==> src/rtl/vending_pkg.sv <==
// rtl/vending_pkg.sv - coin codes, coin values, payout state enum and item codes shared with the vending core
package vending_pkg;

   localparam logic [2:0] COIN_NONE = 3'd0;
   localparam logic [2:0] COIN_RS1  = 3'd1;
   localparam logic [2:0] COIN_RS2  = 3'd2;
   localparam logic [2:0] COIN_RS5  = 3'd3;
   localparam logic [2:0] COIN_RS10 = 3'd4;

   localparam logic [4:0] VAL_RS1  = 5'd1;
   localparam logic [4:0] VAL_RS2  = 5'd2;
   localparam logic [4:0] VAL_RS5  = 5'd5;
   localparam logic [4:0] VAL_RS10 = 5'd10;

   localparam logic [3:0] ITEM_NONE  = 4'd0;
   localparam logic [3:0] ITEM_WATER = 4'd1;
   localparam logic [3:0] ITEM_SODA  = 4'd2;
   localparam logic [3:0] ITEM_JUICE = 4'd3;
   localparam logic [3:0] ITEM_CHIPS = 4'd4;

   typedef enum logic [2:0] {
      ST_IDLE     = 3'd0,
      ST_SELECT   = 3'd1,
      ST_FIRE     = 3'd2,
      ST_WAIT_ACK = 3'd3,
      ST_DONE     = 3'd4,
      ST_FAULT    = 3'd5
   } payout_state_t;

   function automatic logic [4:0] coin_value(input logic [2:0] code);
      case (code)
         COIN_RS1:  return VAL_RS1;
         COIN_RS2:  return VAL_RS2;
         COIN_RS5:  return VAL_RS5;
         COIN_RS10: return VAL_RS10;
         default:   return 5'd0;
      endcase
   endfunction

endpackage

==> src/rtl/coin_inventory.sv <==
// rtl/coin_inventory.sv - four saturating hopper inventory counters with refill and payout ports
module coin_inventory
   import vending_pkg::*;
#(
   parameter int CNT_W     = 6,
   parameter int INIT_RS10 = 8,
   parameter int INIT_RS5  = 8,
   parameter int INIT_RS2  = 8,
   parameter int INIT_RS1  = 8
) (
   input  logic             clk_i,
   input  logic             rst_i,
   input  logic             inc_en_i,
   input  logic [2:0]       inc_sel_i,
   input  logic             dec_en_i,
   input  logic [2:0]       dec_sel_i,
   output logic [CNT_W-1:0] inv_rs10_o,
   output logic [CNT_W-1:0] inv_rs5_o,
   output logic [CNT_W-1:0] inv_rs2_o,
   output logic [CNT_W-1:0] inv_rs1_o,
   output logic [3:0]       empty_o
);

   // Slot k holds coin code k+1, so empty_o[0] is Rs1 and empty_o[3] is Rs10.
   for (genvar k = 0; k < 4; k++) begin : g_cnt
      localparam int INIT = (k == 0) ? INIT_RS1 : (k == 1) ? INIT_RS2 :
                            (k == 2) ? INIT_RS5 : INIT_RS10;
      logic [CNT_W-1:0] cnt_q;
      logic             inc;
      logic             dec;

      assign inc = inc_en_i && (inc_sel_i == 3'(k + 1));
      assign dec = dec_en_i && (dec_sel_i == 3'(k + 1));

      // A simultaneous refill and payout cancel out.
      always_ff @(posedge clk_i) begin
         if (rst_i) begin
            cnt_q <= CNT_W'(INIT);
         end else if (inc && !dec && (cnt_q != '1)) begin
            cnt_q <= cnt_q + 1'b1;
         end else if (dec && !inc && (cnt_q != '0)) begin
            cnt_q <= cnt_q - 1'b1;
         end
      end

      assign empty_o[k] = (cnt_q == '0);
   end

   assign inv_rs1_o  = g_cnt[0].cnt_q;
   assign inv_rs2_o  = g_cnt[1].cnt_q;
   assign inv_rs5_o  = g_cnt[2].cnt_q;
   assign inv_rs10_o = g_cnt[3].cnt_q;

endmodule

==> src/rtl/change_payout_sequencer.sv <==
// rtl/change_payout_sequencer.sv - greedy coin payout FSM; PAYOUT_TIMEOUT_EN adds the ack timeout and FAULT state
module change_payout_sequencer
   import vending_pkg::*;
#(
   parameter int CNT_W     = 6,
   parameter int INIT_RS10 = 8,
   parameter int INIT_RS5  = 8,
   parameter int INIT_RS2  = 8,
   parameter int INIT_RS1  = 8
`ifdef PAYOUT_TIMEOUT_EN
   , parameter int ACK_TIMEOUT = 15
`endif
) (
   input  logic             clk,
   input  logic             rst,
   input  logic             req_valid,
   input  logic [4:0]       req_amount,
   output logic             req_ready,
   output logic             hopper_fire,
   output logic [2:0]       hopper_sel,
   input  logic             hopper_ack,
   input  logic             refill,
   input  logic [2:0]       refill_sel,
   output logic             busy,
   output logic             done,
   output logic [4:0]       short_amount,
   output logic             fault,
   output logic [CNT_W-1:0] inv_rs10,
   output logic [CNT_W-1:0] inv_rs5,
   output logic [CNT_W-1:0] inv_rs2,
   output logic [CNT_W-1:0] inv_rs1
);

   payout_state_t state_q;
   logic [4:0]    remaining_q;
   logic [2:0]    sel_q;
   logic          fire_q;
   logic          done_q;
   logic [4:0]    short_q;
   logic [2:0]    pick_d;
   logic [4:0]    pay_val;
   logic [3:0]    empty;
   logic          ack_take;

   assign pay_val  = coin_value(sel_q);
   assign ack_take = (state_q == ST_WAIT_ACK) && hopper_ack;

   coin_inventory #(
      .CNT_W     (CNT_W),
      .INIT_RS10 (INIT_RS10),
      .INIT_RS5  (INIT_RS5),
      .INIT_RS2  (INIT_RS2),
      .INIT_RS1  (INIT_RS1)
   ) u_inv (
      .clk_i      (clk),
      .rst_i      (rst),
      .inc_en_i   (refill),
      .inc_sel_i  (refill_sel),
      .dec_en_i   (ack_take),
      .dec_sel_i  (sel_q),
      .inv_rs10_o (inv_rs10),
      .inv_rs5_o  (inv_rs5),
      .inv_rs2_o  (inv_rs2),
      .inv_rs1_o  (inv_rs1),
      .empty_o    (empty)
   );

   // Greedy pick with no backtracking: largest coin that fits and is in stock.
   always_comb begin
      pick_d = COIN_NONE;
      if ((remaining_q >= VAL_RS10) && !empty[3]) begin
         pick_d = COIN_RS10;
      end else if ((remaining_q >= VAL_RS5) && !empty[2]) begin
         pick_d = COIN_RS5;
      end else if ((remaining_q >= VAL_RS2) && !empty[1]) begin
         pick_d = COIN_RS2;
      end else if ((remaining_q >= VAL_RS1) && !empty[0]) begin
         pick_d = COIN_RS1;
      end
   end

`ifdef PAYOUT_TIMEOUT_EN
   localparam int TMR_W = ($clog2(ACK_TIMEOUT) < 1) ? 1 : $clog2(ACK_TIMEOUT);
   localparam logic [TMR_W-1:0] TMR_LAST = TMR_W'(ACK_TIMEOUT - 1);
   logic [TMR_W-1:0] timer_q;
   logic             fault_q;
`endif

   always_ff @(posedge clk) begin
      if (rst) begin
         state_q     <= ST_IDLE;
         remaining_q <= '0;
         sel_q       <= COIN_NONE;
         fire_q      <= 1'b0;
         done_q      <= 1'b0;
         short_q     <= '0;
`ifdef PAYOUT_TIMEOUT_EN
         timer_q     <= '0;
         fault_q     <= 1'b0;
`endif
      end else begin
         fire_q <= 1'b0;
         done_q <= 1'b0;
         case (state_q)
            ST_IDLE: begin
               if (req_valid) begin
                  remaining_q <= req_amount;
                  short_q     <= '0;
                  if (req_amount == 5'd0) begin
                     done_q  <= 1'b1;
                     state_q <= ST_DONE;
                  end else begin
                     state_q <= ST_SELECT;
                  end
               end
            end
            ST_SELECT: begin
               if (pick_d != COIN_NONE) begin
                  sel_q   <= pick_d;
                  fire_q  <= 1'b1;
                  state_q <= ST_FIRE;
               end else begin
                  short_q <= remaining_q;
                  sel_q   <= COIN_NONE;
                  done_q  <= 1'b1;
                  state_q <= ST_DONE;
               end
            end
            ST_FIRE: begin
`ifdef PAYOUT_TIMEOUT_EN
               timer_q <= '0;
`endif
               state_q <= ST_WAIT_ACK;
            end
            ST_WAIT_ACK: begin
               if (hopper_ack) begin
                  remaining_q <= remaining_q - pay_val;
                  if (remaining_q == pay_val) begin
                     short_q <= '0;
                     sel_q   <= COIN_NONE;
                     done_q  <= 1'b1;
                     state_q <= ST_DONE;
                  end else begin
                     state_q <= ST_SELECT;
                  end
               end
`ifdef PAYOUT_TIMEOUT_EN
               else if (timer_q == TMR_LAST) begin
                  short_q <= remaining_q;
                  fault_q <= 1'b1;
                  state_q <= ST_FAULT;
               end else begin
                  timer_q <= timer_q + 1'b1;
               end
`endif
            end
            ST_DONE:  state_q <= ST_IDLE;
            ST_FAULT: state_q <= ST_FAULT;
            default:  state_q <= ST_IDLE;
         endcase
      end
   end

   assign req_ready    = (state_q == ST_IDLE);
   assign busy         = (state_q != ST_IDLE);
   assign hopper_fire  = fire_q;
   assign hopper_sel   = sel_q;
   assign done         = done_q;
   assign short_amount = short_q;
`ifdef PAYOUT_TIMEOUT_EN
   assign fault = fault_q;
`else
   assign fault = 1'b0;
`endif

endmodule

==> config.mk <==
export PLATFORM = sky130hd
export DESIGN_NAME = change_payout_sequencer
export DESIGN_NICKNAME = d
export VERILOG_FILES = /design/src/rtl/vending_pkg.sv /design/src/rtl/coin_inventory.sv /design/src/rtl/change_payout_sequencer.sv
export SDC_FILE = /design/constraint.sdc
export NUM_CORES = 1
export LEC_CHECK = 0
export CORE_MARGIN = 10
export CORE_UTILIZATION = 35
export DETAILED_ROUTE_END_ITERATION = 7
export PLACE_DENSITY = 0.62
export SYNTH_ARGS = -nofsm -noshare
export SYNTH_HDL_FRONTEND = slang
export SYNTH_SLANG_ARGS = --single-unit
==> constraint.sdc <==
create_clock -name clk -period 4 [get_ports clk]
set_input_delay 0.8 -clock clk [delete_from_list [all_inputs] [get_ports clk]]
set_output_delay 0.8 -clock clk [all_outputs]
set_load 0.1 [all_outputs]
==> results of run 1 <==
stage by stage:
| stage | instance area, um^2 | utilization | power, W | instances |
|---|---|---|---|---|
| final | 3593 | 0.4373 | 0.001480 | 486 |
| after floorplan | 2943 | - | 0.001073 | 334 |
| after detailed placement | 3517 | 0.4280 | 0.001225 | 479 |
| after CTS | 3593 | 0.4373 | 0.001494 | 486 |
| after global routing | 3593 | 0.4373 | 0.001573 | 486 |
| after global placement | 3517 | 0.4280 | 0.001217 | 479 |
cells by family after synthesis:
group / after synthesis / synth area share
flip-flops: 42 / 0.2857
multiplexers: 22 / 0.07738
adder cells (fa/ha/maj): 25 / 0.1190
other: 1 / 0.001274
XOR/XNOR: 17 / 0.05059
buffers and inverters: 21 / 0.02976
AND/OR/NAND/NOR: 117 / 0.2168
AO/OA/AOI/OAI: 89 / 0.2194
layout make-up:
class                   instances  area, um^2  area share
multi-input cells             271        2014      0.5606
well taps                     105       131.4     0.03656
inverters                      12       45.04     0.01253
clock buffers                   7       76.32     0.02124
repair buffers                 49       485.5      0.1351
flip-flops and latches         42       840.8      0.2340
power groups by stage:
stage	Combinational (W)	Clock (W)	Sequential, W
finish	0.000692	0.000262	0.000526
global route	0.000751	0.000288	0.000534
CTS	0.000694	0.000276	0.000524
detailed placement	0.000691	0	0.000534
global placement	0.000685	0	0.000532
floorplan	0.000441	0	0.000632
per-layer routing:
layer / track usage / vias to the layer above / share of wire
met5: 0 / - / 0
met4: 0.02913 / 0 / 0.0073
met3: 0.03650 / 6 / 0.072
met2: 0.1908 / 77 / 0.46
met1: 0.1502 / 1196 / 0.47
li1: - / 1329 / -
worst max-delay path: cells and delay by family:
kind,cells,cell delay [ps]
AOI/OAI and AO/OA,4,720
adders and majority gates,1,320
buffers and inverters,2,650
muxes,2,590
and+or+nand+nor,2,680
cells in the final DEF (no fill, tap or decap), types with 7 or more instances in the layout:
cell and count:
nor2b_1 10, clkdlybuf4s50_1 47, a21oi_1 23, ha_1 20, nor2_1 38, o21ai_0 11, inv_1 12, dfxtp_1 42
xnor2_1 16, a21o_1 7, nand2_1 22, a211oi_1 12, mux2i_1 16
cells in the mapped netlist (2+ instances only):
master	instances
a211oi_1	12
a21o_1	7
a21oi_1	23
a22o_1	6
a22oi_1	3
buf_4	2
clkbuf_1	6
dfxtp_1	42
fa_1	5
ha_1	20
inv_1	12
mux2_2	6
mux2i_1	16
nand2_1	22
nand2b_1	2
nand3_1	4
nand3b_1	2
nand4_1	6
nand4b_1	2
nor2_1	38
nor2b_1	10
nor3_1	6
nor4_1	4
nor4bb_1	2
o21a_1	3
o21ai_0	11
o21bai_1	6
o31ai_1	2
or2_2	2
or3_1	3
or3b_2	2
xnor2_1	16
sequential cells by signal, summed over array words and instances, names as in the netlist:
name,cells
u_inv.inv_rs2_o,6
done,1
hopper_sel,3
u_inv.inv_rs10_o,6
u_inv.inv_rs5_o,6
hopper_fire,1
short_amount,5
u_inv.inv_rs1_o,6
remaining_q,5
state_q,3
final timing paths:
path | startpoint | cells after the start | slack, ps | end
setup / recovery | refill | 11 | 430 | u_inv.inv_rs2_o[5]
hold / removal | short_amount[2] | 1 | 480 | short_amount[2]
setup reg to reg | state_q[0] | 9 | 880 | u_inv.inv_rs1_o[5]
hold reg to reg | short_amount[2] | 1 | 480 | short_amount[2]
==> impl_metrics.yaml, run 1 <==
finish:
  fill_cells: 800
  antenna_cells: 0
  nNetsFinal: 419
  syn_to_final_growth_pct: 22.11
  layout-drive-gt1-share: 0.07349
run_status:
  outcome: "complete, no violations"
timing:
  hold-worst-slack_ps: 482.1
  drv_slew: 0
  fmax_mhz: 279.7
  period_share: 0.8937
  hold_viol: 0
  setup_ws_ps: 425.0
  slew_headroom: 0.3220
  fin_tns_setup_ps: 0
  rsz0062_at_grt: "false"
  tightest_slew_ps: 1014
  skew_ps: 4.948
  setup_viol: 0
  fin_crit_ps: 3575
cts:
  worstSkewPairLatency_ps: 290
  cts_setup_buffers: 0
  ctsRootBufferMaster: "clkbuf_8"
  cts_tree: "done"
  hold_buffers: 0
  clk_pin_slew_worst_paths_ps: 80
  ctsResizeCount: 0
  clock_sinks: 42
  clk_path_buf_depth: 2
  cts_max_level: 2
  cts_made_buffers: 5
power:
  combPwrFrac: 0.468
  max-vdd-ir-drop_mv: 0.1643
  clkPwrFrac: 0.177
  p_sw_w: 0.0006756
  p_seq_frac: 0.355
  swShare: 0.4565
  p_per_area_nw_per_um2: 411.8
  p_leak_nw: 1.308
  internal_power_w: 0.0008044
drt:
  vias_per_cell: 5.366
  ant_nets: 0
  routed_wl_um: 7490
  vias: 2608
  dr.pass1.iters: 4
  drc: 0
  drt_first_iter_violations: 109
  wire_per_inst_um: 15.41
global_route:
  grt_antenna_before_repair: 0
  grt_overflow_total: 0
  grt_pass1_vias: 2613
  track_usage: 0.1185
  grt_max_degree: 25
  grt_pass1_wl_um: 12700
critical_path:
  end_kind: "flop"
  path_class: "in -> reg"
  crit_arrival_ps: 3760
  slowest_stage: "clkdlybuf4s50_1"
  max_stage_delay_ps: 500
  start_kind: "primary input"
  cp_cell_sequence: "clkdlybuf4s50_1, nor4bb_1, o31a_1, nor2b_1, inv_1, ha_1, a211oi_1, o21bai_1, a21oi_1, mux2i_1, mux2_2"
  crit_fanout: 4
  critPathRequiredTime_ps: 4180
logic_synthesis:
  syn_inst: 334
  yosysSeqAreaShare: 0.2857
  synth.avg_cell_area_um2: 8.811
  synth_top_area_cell: "dfxtp_1"
  synth_nets: 372
  synth-edff-count: 0
  netlist_area_um2: 2943
  ys_async_sr_fraction: 0
  ys_types: 63
  ys_warn_count: 0
  synth_area_leaders: "dfxtp_1 (29%), ha_1 (8.5%), mux2i_1 (5.4%)"
  synth_top_area_share: 0.2857
  synth-seq-cells: 42
  ys.flop_type: "dfxtp_1"
floorplanning:
  start_util: 0.3582
  core_area_um2: 8217
  fp.dieArea_um2: 12480
  io-pin-count: 50
  fp-row-count: 33
  fp.dieH_um: 111.7
  die-width_um: 111.7
place:
  globalplace.congestion: 0.8175
  place_ws_ps: 141.1
  post-dp-hpwl_um: 5726
  port_buffers: 48
run:
  cap_violations: 0
min_path:
  hold_path_class: "reg -> reg"
No activity file was read; power rests on OpenSTA's default activity.
==> run 2: changes to the inputs <==
--- a/config.mk
+++ b/config.mk
@@ -8,7 +8,8 @@
 export CORE_MARGIN = 10
 export CORE_UTILIZATION = 35
 export DETAILED_ROUTE_END_ITERATION = 7
-export PLACE_DENSITY = 0.62
+export DONT_BUFFER_PORTS = 1
+export PLACE_DENSITY = 0.54
 export SYNTH_ARGS = -nofsm -noshare
 export SYNTH_HDL_FRONTEND = slang
 export SYNTH_SLANG_ARGS = --single-unit
==> impl_metrics.yaml, run 2 (same netlist as run 1, synthesis figures left out) <==
finish:
  final_cell_mix: "dfxtp_1 (42), nor2_1 (38), buf_4 (28), a21oi_1 (23), nand2_1 (22)"
  final_common_cell: "dfxtp_1"
  nNetsFinal: 398
  syn_to_final_growth_pct: 13.39
  antenna_cells: 0
  layout-drive-gt1-share: 0.1579
floorplanning:
  start_util: 0.3582
  io-pin-count: 50
  die-width_um: 111.7
  fp.dieArea_um2: 12480
  fp.dieH_um: 111.7
  core_area_um2: 8217
  fp-row-count: 33
timing:
  period_share: 0.7696
  fin_crit_ps: 3078
  drv_slew: 0
  skew_ps: 12.89
  hold-worst-slack_ps: 542.2
  tightest_slew_ps: 983.0
  hold_viol: 0
  slew_headroom: 0.3446
  fin_tns_setup_ps: 0
  rsz0062_at_grt: "false"
  setup_viol: 0
  fmax_mhz: 324.8
power:
  internal_power_w: 0.0007902
  max-vdd-ir-drop_mv: 0.1568
  p_seq_frac: 0.376
  combPwrFrac: 0.422
  total_power_w: 0.001467
  clkPwrFrac: 0.202
  p_per_area_nw_per_um2: 439.5
  p_leak_nw: 1.282
  swShare: 0.4612
  p_sw_w: 0.0006765
global_route:
  track_usage: 0.1159
  grt_max_degree: 36
  grt_antenna_before_repair: 0
  grt_pass1_vias: 2383
  grt_overflow_total: 0
  grt_pass1_wl_um: 12120
drt:
  routed_wl_um: 7464
  vias: 2541
  drc: 0
  dr.pass1.iters: 4
  ant_nets: 0
  wire_per_inst_um: 16.02
  drt_first_iter_violations: 108
  vias_per_cell: 5.453
cts:
  ctsResizeCount: 0
  clk_pin_slew_worst_paths_ps: 90
  hold_buffers: 0
  cts_max_level: 2
  cts_tree: "done"
  ctsRootBufferMaster: "clkbuf_8"
  clock_sinks: 42
  cts_made_buffers: 5
  clk_path_buf_depth: 2
  worstSkewPairLatency_ps: 300
  cts_setup_buffers: 0
critical_path:
  end_kind: "flop"
  crit_fanout: 11
  path_class: "reg -> reg"
  rr_worst_depth: 9
  slowest_stage: "or3b_2"
  max_stage_delay_ps: 570
  rrSetupSlack_ps: 920
  critPathRequiredTime_ps: 4180
  start_kind: "flop"
  crit_arrival_ps: 3260
  cp_cell_sequence: "nand4b_2, or3b_2, nand2_1, ha_1, a211oi_1, o21bai_1, a21oi_1, mux2i_1, mux2_2"
  regToRegEndpoint: "u_inv.inv_rs1_o[5]"
  rr_startpoint: "state_q[0]"
place:
  port_buffers: 0
  post-dp-hpwl_um: 5824
  globalplace.congestion: 0.8092
min_path:
  hold_path_depth: 2
  holdPathEnd: "u_inv.inv_rs1_o[2]"
  hold_path_class: "reg -> reg"
  min_from: "u_inv.inv_rs1_o[2]"
run_status:
  outcome: "complete, no violations"
run:
  cap_violations: 0
## run 2: changes by cell type in the layout (fill, tap and decap cells not counted), sizes merged
cell and change:
clkbuf -1, buf +26, clkinv +1, clkinvlp +1, clkdlybuf4s50 -47
## run 2: worst max-delay path: cells and delay by family (launching register included)
family | cells | cell delay, ps
AOI/OAI and AO/OA | 3 | 520
and+or+nand+nor | 3 | 1060
muxes | 2 | 570
DFF | 1 | 530
adders and majority gates | 1 | 280
## run 2: area by class of cell
class | instances | area (um^2)
Multi-Input combinational cell | 271 | 2014
Sequential cell | 42 | 840.8
Timing Repair Buffer | 28 | 210.2
Clock buffer | 6 | 82.58
Clock inverter | 2 | 12.51
Tap cell | 105 | 131.4
Fill cell | 810 | 4880
Inverter | 12 | 45.04
## run 2: worst max-delay path by stage
stage	startpoint	to	slack, ps	cells past startpoint
after floorplan	hopper_sel[2]	u_inv.inv_rs10_o[5]	700	10
after global placement	hopper_ack	u_inv.inv_rs1_o[5]	760	9
after detailed placement	refill_sel[0]	u_inv.inv_rs2_o[5]	650	10
after CTS	state_q[0]	u_inv.inv_rs1_o[5]	910	9
after global routing	refill_sel[0]	u_inv.inv_rs2_o[5]	660	10
final	state_q[0]	u_inv.inv_rs1_o[5]	920	9
## run 2: power by group through the flow
| stage | sequential [W] | combinational (W) | clock [W] |
|---|---|---|---|
| 5_1_grt | 0.000561 | 0.000672 | 0.000324 |
| 6_report | 0.000552 | 0.000619 | 0.000296 |
| 3_3_place_gp | 0.000561 | 0.000615 | 0 |
| 3_5_place_dp | 0.000561 | 0.000618 | 0 |
| 2_1_floorplan | 0.000632 | 0.000441 | 0 |
| 4_1_cts | 0.000552 | 0.000620 | 0.000311 |
## run 2: per-stage QoR
| step | utilization | setup WS, ps | area, um^2 | std cells |
|---|---|---|---|---|
| after floorplan | - | 699.9 | 2943 | 334 |
| after global placement | 0.3945 | 764.2 | 3242 | 458 |
| after detailed placement | 0.3945 | 653.2 | 3242 | 458 |
| after CTS | 0.4061 | 906.8 | 3337 | 466 |
| after global routing | 0.4061 | 661.2 | 3337 | 466 |
| final | 0.4061 | 921.5 | 3337 | 466 |
## run 2: metal layers
metal,GRT usage,share of wire,vias to the layer above
li1,-,-,1284
met1,0.1349,0.44,1187
met2,0.1888,0.46,64
met3,0.04992,0.090,6
met4,0.03342,0.0094,0
met5,0,0,-
